===== src/rtl/alu_op_sequencer_if.sv =====
// Command, ALU-side and response signals of alu_op_sequencer, bundled as one interface.
// The rsp_zero flag exists only when ALU_SEQ_ZFLAG_EN is defined.
interface alu_op_sequencer_if #(
  parameter int WIDTH = 8
);
  // Handshakes (cmd_*, rsp_*): a transfer happens on a rising clk edge where
  // valid && ready; once raised, the sender holds valid and its payload until that edge.
  logic             cmd_valid;
  logic             cmd_ready;
  logic [WIDTH-1:0] cmd_a;
  logic [WIDTH-1:0] cmd_b;
  logic [1:0]       cmd_s1;
  logic [2:0]       cmd_s2;
  logic [3:0]       cmd_s3;
  logic             cmd_use_acc;
  logic [WIDTH-1:0] alu_a;
  logic [WIDTH-1:0] alu_b;
  logic [1:0]       alu_s1;
  logic [2:0]       alu_s2;
  logic [3:0]       alu_s3;
  logic [WIDTH-1:0] alu_o;
  logic             rsp_valid;
  logic             rsp_ready;
  logic [WIDTH-1:0] rsp_data;
`ifdef ALU_SEQ_ZFLAG_EN
  logic             rsp_zero;

  modport slave (
    input  cmd_valid, cmd_a, cmd_b, cmd_s1, cmd_s2, cmd_s3, cmd_use_acc, alu_o, rsp_ready,
    output cmd_ready, alu_a, alu_b, alu_s1, alu_s2, alu_s3, rsp_valid, rsp_data, rsp_zero
  );
  modport master (
    output cmd_valid, cmd_a, cmd_b, cmd_s1, cmd_s2, cmd_s3, cmd_use_acc, alu_o, rsp_ready,
    input  cmd_ready, alu_a, alu_b, alu_s1, alu_s2, alu_s3, rsp_valid, rsp_data, rsp_zero
  );
`else
  modport slave (
    input  cmd_valid, cmd_a, cmd_b, cmd_s1, cmd_s2, cmd_s3, cmd_use_acc, alu_o, rsp_ready,
    output cmd_ready, alu_a, alu_b, alu_s1, alu_s2, alu_s3, rsp_valid, rsp_data
  );
  modport master (
    output cmd_valid, cmd_a, cmd_b, cmd_s1, cmd_s2, cmd_s3, cmd_use_acc, alu_o, rsp_ready,
    input  cmd_ready, alu_a, alu_b, alu_s1, alu_s2, alu_s3, rsp_valid, rsp_data
  );
`endif
endinterface


===== src/rtl/alu_op_sequencer.sv =====
// Command sequencer for the 8-bit ALU: registers a command onto the ALU inputs, waits
// SETTLE_CYCLES (1..15), captures the result into rsp_data/acc. Option: ALU_SEQ_ZFLAG_EN.
module alu_op_sequencer #(
  parameter int WIDTH         = 8,
  parameter int SETTLE_CYCLES = 1
) (
  input  logic                 clk,
  input  logic                 rst_n,
  alu_op_sequencer_if.slave    bus,
  output logic                 busy,
  output logic [1:0]           dbg_state
);
  typedef enum logic [1:0] {
    IDLE   = 2'd0,
    SETTLE = 2'd1,
    RESP   = 2'd2
  } state_t;

  state_t           state;
  logic [3:0]       settle_cnt;
  logic [WIDTH-1:0] acc;
  logic [WIDTH-1:0] alu_a_q;
  logic [WIDTH-1:0] alu_b_q;
  logic [1:0]       alu_s1_q;
  logic [2:0]       alu_s2_q;
  logic [3:0]       alu_s3_q;
  logic             rsp_valid_q;
  logic [WIDTH-1:0] rsp_data_q;
`ifdef ALU_SEQ_ZFLAG_EN
  logic             rsp_zero_q;
`endif

  always_ff @(posedge clk or negedge rst_n) begin
    if (!rst_n) begin
      state       <= IDLE;
      settle_cnt  <= 4'd0;
      acc         <= '0;
      alu_a_q     <= '0;
      alu_b_q     <= '0;
      alu_s1_q    <= 2'd0;
      alu_s2_q    <= 3'd0;
      alu_s3_q    <= 4'd0;
      rsp_valid_q <= 1'b0;
      rsp_data_q  <= '0;
`ifdef ALU_SEQ_ZFLAG_EN
      rsp_zero_q  <= 1'b0;
`endif
    end else begin
      case (state)
        IDLE: begin
          if (bus.cmd_valid) begin
            // acc here is the previous result; capture never coincides with accept
            alu_a_q    <= bus.cmd_use_acc ? acc : bus.cmd_a;
            alu_b_q    <= bus.cmd_b;
            alu_s1_q   <= bus.cmd_s1;
            alu_s2_q   <= bus.cmd_s2;
            alu_s3_q   <= bus.cmd_s3;
            settle_cnt <= 4'(SETTLE_CYCLES - 1);
            state      <= SETTLE;
          end
        end
        SETTLE: begin
          if (settle_cnt != 4'd0) begin
            settle_cnt <= settle_cnt - 4'd1;
          end else begin
            rsp_data_q  <= bus.alu_o;
            acc         <= bus.alu_o;
            rsp_valid_q <= 1'b1;
`ifdef ALU_SEQ_ZFLAG_EN
            rsp_zero_q  <= (bus.alu_o == '0);
`endif
            state       <= RESP;
          end
        end
        RESP: begin
          if (bus.rsp_ready) begin
            rsp_valid_q <= 1'b0;
            state       <= IDLE;
          end
        end
        default: state <= IDLE;
      endcase
    end
  end

  // cmd_ready depends on state only, so no path exists from rsp_ready to cmd_ready
  assign bus.cmd_ready = (state == IDLE);
  assign busy          = (state != IDLE);
  assign dbg_state     = state;
  assign bus.alu_a     = alu_a_q;
  assign bus.alu_b     = alu_b_q;
  assign bus.alu_s1    = alu_s1_q;
  assign bus.alu_s2    = alu_s2_q;
  assign bus.alu_s3    = alu_s3_q;
  assign bus.rsp_valid = rsp_valid_q;
  assign bus.rsp_data  = rsp_data_q;
`ifdef ALU_SEQ_ZFLAG_EN
  assign bus.rsp_zero  = rsp_zero_q;
`endif

endmodule


===== src/flat_wrapper.sv =====
// flat-port wrapper written by rule: the top's interface ports become plain ports
module alu_op_sequencer_flat 
#(
  parameter int WIDTH         = 8,
  parameter int SETTLE_CYCLES = 1
)
  (clk, rst_n, busy, dbg_state, bus_cmd_valid, bus_cmd_a, bus_cmd_b, bus_cmd_s1, bus_cmd_s2, bus_cmd_s3, bus_cmd_use_acc, bus_alu_o, bus_rsp_ready, bus_cmd_ready, bus_alu_a, bus_alu_b, bus_alu_s1, bus_alu_s2, bus_alu_s3, bus_rsp_valid, bus_rsp_data);
  alu_op_sequencer_if #(.WIDTH(WIDTH)) bus_i ();
  input  logic clk;
  input  logic rst_n;
  output logic busy;
  output logic [1:0] dbg_state;
  input wire logic [$bits(bus_i.cmd_valid)-1:0] bus_cmd_valid;
  input wire logic [$bits(bus_i.cmd_a)-1:0] bus_cmd_a;
  input wire logic [$bits(bus_i.cmd_b)-1:0] bus_cmd_b;
  input wire logic [$bits(bus_i.cmd_s1)-1:0] bus_cmd_s1;
  input wire logic [$bits(bus_i.cmd_s2)-1:0] bus_cmd_s2;
  input wire logic [$bits(bus_i.cmd_s3)-1:0] bus_cmd_s3;
  input wire logic [$bits(bus_i.cmd_use_acc)-1:0] bus_cmd_use_acc;
  input wire logic [$bits(bus_i.alu_o)-1:0] bus_alu_o;
  input wire logic [$bits(bus_i.rsp_ready)-1:0] bus_rsp_ready;
  output wire logic [$bits(bus_i.cmd_ready)-1:0] bus_cmd_ready;
  output wire logic [$bits(bus_i.alu_a)-1:0] bus_alu_a;
  output wire logic [$bits(bus_i.alu_b)-1:0] bus_alu_b;
  output wire logic [$bits(bus_i.alu_s1)-1:0] bus_alu_s1;
  output wire logic [$bits(bus_i.alu_s2)-1:0] bus_alu_s2;
  output wire logic [$bits(bus_i.alu_s3)-1:0] bus_alu_s3;
  output wire logic [$bits(bus_i.rsp_valid)-1:0] bus_rsp_valid;
  output wire logic [$bits(bus_i.rsp_data)-1:0] bus_rsp_data;
  assign bus_i.cmd_valid = bus_cmd_valid;
  assign bus_i.cmd_a = bus_cmd_a;
  assign bus_i.cmd_b = bus_cmd_b;
  assign bus_i.cmd_s1 = bus_cmd_s1;
  assign bus_i.cmd_s2 = bus_cmd_s2;
  assign bus_i.cmd_s3 = bus_cmd_s3;
  assign bus_i.cmd_use_acc = bus_cmd_use_acc;
  assign bus_i.alu_o = bus_alu_o;
  assign bus_i.rsp_ready = bus_rsp_ready;
  assign bus_cmd_ready = bus_i.cmd_ready;
  assign bus_alu_a = bus_i.alu_a;
  assign bus_alu_b = bus_i.alu_b;
  assign bus_alu_s1 = bus_i.alu_s1;
  assign bus_alu_s2 = bus_i.alu_s2;
  assign bus_alu_s3 = bus_i.alu_s3;
  assign bus_rsp_valid = bus_i.rsp_valid;
  assign bus_rsp_data = bus_i.rsp_data;
  alu_op_sequencer #(.WIDTH(WIDTH), .SETTLE_CYCLES(SETTLE_CYCLES)) u_core (.clk(clk), .rst_n(rst_n), .bus(bus_i), .busy(busy), .dbg_state(dbg_state));
endmodule

===== config.mk =====
export PLATFORM = sky130hd
export DESIGN_NAME = alu_op_sequencer_flat
export DESIGN_NICKNAME = d
export VERILOG_FILES = /design/src/rtl/alu_op_sequencer_if.sv /design/src/rtl/alu_op_sequencer.sv /design/src/flat_wrapper.sv
export SDC_FILE = /design/constraint.sdc
export NUM_CORES = 1
export LEC_CHECK = 0
export CAP_MARGIN = 40
export CELL_PAD_IN_SITES_DETAIL_PLACEMENT = 0
export CELL_PAD_IN_SITES_GLOBAL_PLACEMENT = 1
export CORE_MARGIN = 2
export CORE_UTILIZATION = 42
export DETAILED_ROUTE_END_ITERATION = 8
export DONT_BUFFER_PORTS = 1
export GPL_TIMING_DRIVEN = 0
export PLACE_DENSITY_LB_ADDON = 0.12
export REMOVE_ABC_BUFFERS = 1
export SLEW_MARGIN = 20
export SYNTH_ARGS = -nofsm -noshare
export SYNTH_HDL_FRONTEND = slang
export SYNTH_SLANG_ARGS = --single-unit

===== constraint.sdc =====
create_clock -name clk -period 1.7 [get_ports clk]
set_clock_uncertainty 0.15 [all_clocks]
set_input_delay 0.085 -clock clk [delete_from_list [all_inputs] [get_ports clk]]
set_output_delay 0.085 -clock clk [all_outputs]
set_load 0.1 [all_outputs]

Word level (Yosys, flattened, before mapping)
Cells that the tools add are included.
- flip-flop bits (word level): 40
- bits of input ports: 38
- output and inout bits: 38
- word-level logic and storage cells: 38
- add/subtract/negate cells: 1
- equal/unequal tests: 6
- muxes and demuxes: 11
- bitwise gates (word level): 1
- reduce and logical (&&, ||, !) cells: 10
- operators by type and width (cell ; count):
    3-bit AND reduction ; 3
    4-bit 2-to-1 mux ; 2
    8-bit 2-to-1 mux ; 1
    4-bit case mux with 2 select lines ; 1
    2-bit 2-to-1 mux ; 3
    2-bit inequality test (second input constant) ; 3
    2-bit case mux with 3 select lines ; 1
    2-bit nonzero test ; 3
    2-bit AND reduction ; 2
    4-bit nonzero test ; 1
    4-bit by 1-bit subtractor with 4-bit output (second input constant) ; 1
    2-bit by 1-bit equality test with 1-bit output (second input constant) ; 1
    2-bit equality test (second input constant) ; 1
    2-bit zero test ; 1
    1-bit 2-to-1 mux ; 2
    2-bit by 1-bit inequality test with 1-bit output (second input constant) ; 1
    1-bit case mux with 2 select lines ; 1
    1-bit NOT ; 1

Logic depth before layout (Yosys ltp)
- word-level depth: 3
- mapped depth: 5
- depth with buffers taken out: 5

Worst setup path after synthesis
No wires, ideal clock.
- kind: reg2out
- start: reg u_core.state[0], in the netlist u_core.dbg_state[0]
- end: out busy
- arrival: 3.342 ns
- required time: 1.465 ns
- setup slack: -1.877 ns
- cell stages (with the launch flop): 4
- path buffers: 1
- cells stage by stage: dfrtp_1 -> buf_2 -> nor2_1 -> inv_1
- word-level cells in the longest chain between the ends: 1
- RTL lines (what ; RTL line ; RTL):
    start: declaration ; alu_op_sequencer.sv:19 ; state_t state;
    start signal: assignment ; alu_op_sequencer.sv:35 ; state <= IDLE;
    start signal: assignment ; alu_op_sequencer.sv:59 ; state <= SETTLE;
    start signal: assignment ; alu_op_sequencer.sv:72 ; state <= RESP;
    2-bit nonzero test ; alu_op_sequencer.sv:88 ; assign busy = (state != IDLE);
    end: declaration ; flat_wrapper.sv:11 ; output logic busy;
No other way between the ends.

Worst setup path in the final report
- start: reg u_core.state[0], in the netlist u_core.dbg_state[0]
- end: reg u_core.alu_b_q[3], in the netlist u_core.bus.alu_b[3]
- word-level cells in the longest chain between the ends: 2
- RTL lines (what ; RTL line ; RTL):
    2-bit zero test ; alu_op_sequencer.sv:49 ; case (state)
    2-bit AND reduction (no source line) ; - ;
    end signal: assignment ; alu_op_sequencer.sv:54 ; alu_b_q <= bus.cmd_b;
    end: declaration ; alu_op_sequencer.sv:23 ; logic [WIDTH-1:0] alu_b_q;
No other way between the ends.
A chain may end at the register's enable or synchronous reset.

==> reports/metrics.cfg <==
[floorplanning]
die_area_um2 = 4624
core_area_um2 = 3971
die_h_um = 68
initial_utilization_pct = 43.32
io_pins = 76
num_rows = 23
die_w_um = 68

[logic_synthesis]
synth_ff_type = dfrtp_1
ys_ff_latch = 40
syn_avg_cell_area_um2 = 13.34
netlist_area_um2 = 1720
synth-edff-count = 0
synthCells = 129
synth_cell_type_count = 29
ys_warn_count = 0
synthArstFlopShare_pct = 100.0
synth-seq-area-share_pct = 58.18

[grt]
grt_start_max_net_pins = 41
overflow = 0
antenna_found_initial = 0
grt_pass1_vias = 1495
grt_pass1_wl_um = 7493
gr-usage-all-layers_pct = 22.86

[finish]
n_fill_cell = 158
syn2layout_area_growth_pct = 106.1
layout_common_cells = dlygate4sd3_1, dfrtp_1, buf_16
finalNonFillerCells = 304
postLayoutCoreUtil_pct = 89.29
drive_gt1_share_pct = 40.55
antenna_cells = 0
nNetsFinal = 292
mostFrequentLayoutCell = dlygate4sd3_1

[place]
port-buffer-count = 0
pre_cts_ws_ns = -0.6982
dp.cells = 205
dp_hpwl_um = 2629
finalWeightedCongestion = 0.7832

[routing]
drt_iter0_drc = 91
drc_errors = 0
wl_met3_um = 416
drt-met1-wl_um = 2167
postRouteAntennaNets = 0
wl_per_cell_um = 20.30
routed_via_density = 5.128
totalWireLength_um = 6172
first_pass_iters = 5
dr.max_layer_used = met4
vias = 1559
met2_wirelength_um = 3470

[clocking]
cts_buffer_depth = 2
cts_tree = yes
cts_made_buffers = 5
clk_latency_ns = 0.29
cts_root_buf = clkbuf_8
path_clk_slew_ns = 0.08
clock_sinks = 40
htreeDepth = 2

[critical_path]
arrival_ns = 1.87
r2r_setup_slack_ns = -0.15
cp_slowest_cell = dfrtp_4
cp_max_fo = 14
cpPeakStageDelay_ns = 0.67
crit_required_ns = 1.73
crit_type = register to register
endpoint_kind = register
crit_chain = nor3b_4, buf_6, mux2_2
cp-start-kind = register

[sta]
relSlewSlack_pct = 39.86
fin_crit_ns = 1.846
hold_viol = 0
slew_viol_final = 0
setup_viol = 37
tightest_slew_ns = 0.9020
timing.final.crit_share_pct = 108.6
layout_setup_ws_ns = -0.1461
max_freq_ghz = 0.5417
rsz0062_at_grt = true

[status]
status = complete, but fails checks
violations = negative setup slack

[job]
max_cap_viol_count = 0

[worst_hold_path]
hold_path.class = input pin to asynchronous set/reset pin

[repair_timing]
action / in CTS / in global routing
buffers inserted: 11 / 2
hold endpoints to repair: 78 / 1
endpoints found under the setup margin: 37 / 39
pin swaps: 4 / 1
resized for setup: 26 / 26
hold buffers: 45 / 1
gates cloned: 1 / 0
[logic make-up (layout without fill, tap and decap cells)]
family / after synthesis / after routing / share of synthesized area [%]
buf+inv: 9 / 134 / 3.200
compound gates: 15 / 15 / 5.164
flops: 40 / 40 / 58.18
simple gates: 30 / 30 / 11.05
mux: 34 / 34 / 21.67
fa+ha+maj: 1 / 1 / 0.7272
[sequential cells by signal, indices dropped and copies added, names as in the netlist]
signal                flops
u_core.bus.alu_a          8
u_core.bus.alu_b          8
u_core.bus.rsp_data       8
u_core.bus.alu_s3         4
u_core.settle_cnt         4
u_core.bus.alu_s2         3
u_core.bus.alu_s1         2
u_core.dbg_state          2
u_core.bus.rsp_valid      1
[cell usage after synthesis (all sizes together) (2+ instances only)]
cell type | number | share of area [%]
nand2 | 5 | 1.5
mux2i | 8 | 4.7
nor3 | 2 | 0.58
buf | 6 | 2.5
mux2 | 26 | 17
nor3b | 2 | 1.5
inv | 3 | 0.65
nor2 | 12 | 2.6
nand3 | 2 | 0.58
dfrtp | 40 | 58
a21oi | 9 | 2.6
o21ai | 2 | 0.58
[critical path: cells and delay by family (launching register included)]
| kind | cells | cell delay [ns] |
|---|---|---|
| flip-flops | 1 | 0.67 |
| multiplexers | 1 | 0.36 |
| buffers and inverters | 1 | 0.23 |
| AND/OR/NAND/NOR | 1 | 0.31 |
[final timing paths]
kind | startpoint | end | depth (start not counted)
worst max-delay path | u_core.dbg_state[0]$_DFFE_PN0P_ | u_core.bus.alu_b[3]$_DFFE_PN0P_ | 3
worst min-delay path | rst_n | u_core.bus.alu_a[2]$_DFFE_PN0P_ | 2
worst max register to register | u_core.dbg_state[0]$_DFFE_PN0P_ | u_core.bus.alu_b[3]$_DFFE_PN0P_ | 3
worst min register to register | u_core.settle_cnt[1]$_DFFE_PN0P_ | u_core.settle_cnt[1]$_DFFE_PN0P_ | 2
max in group asynchronous | rst_n | u_core.dbg_state[0]$_DFFE_PN0P_ | 2
min in group clk | bus_cmd_valid | u_core.bus.alu_b[4]$_DFFE_PN0P_ | 3
[per-stage QoR]
stage                     hold slack, ns  area, um^2  TNS [ns]
after detailed placement         -0.3596        2243    -15.07
final                             0.1342        3546    -3.964
after floorplan                  -0.3606        1677    -26.29
after CTS                         0.1133        3010    -2.556
after global placement           -0.3597        1739    -37.46
after global routing              0.1498        3546    -5.474
[layout make-up]
cell class	instances	area (um^2)	share of cell area (%)
Clock buffer	6	72.57	2.047
Timing Repair Buffer	123	1564	44.11
Inverter	3	15.01	0.4234
Sequential cell	40	1010	28.48
Tap cell	50	62.56	1.764
Multi-Input combinational cell	80	787.0	22.19
Clock inverter	2	35.03	0.9880
[per-layer routing]
layer / vias up / GRT usage, %
met5: - / 0
met2: 77 / 40.90
met4: 0 / 8.500
met3: 13 / 7.072
met1: 773 / 25.32
li1: 696 / -
Power is not shown: default switching activity piles up to over one toggle a cycle in this logic, so the estimate is an artifact.
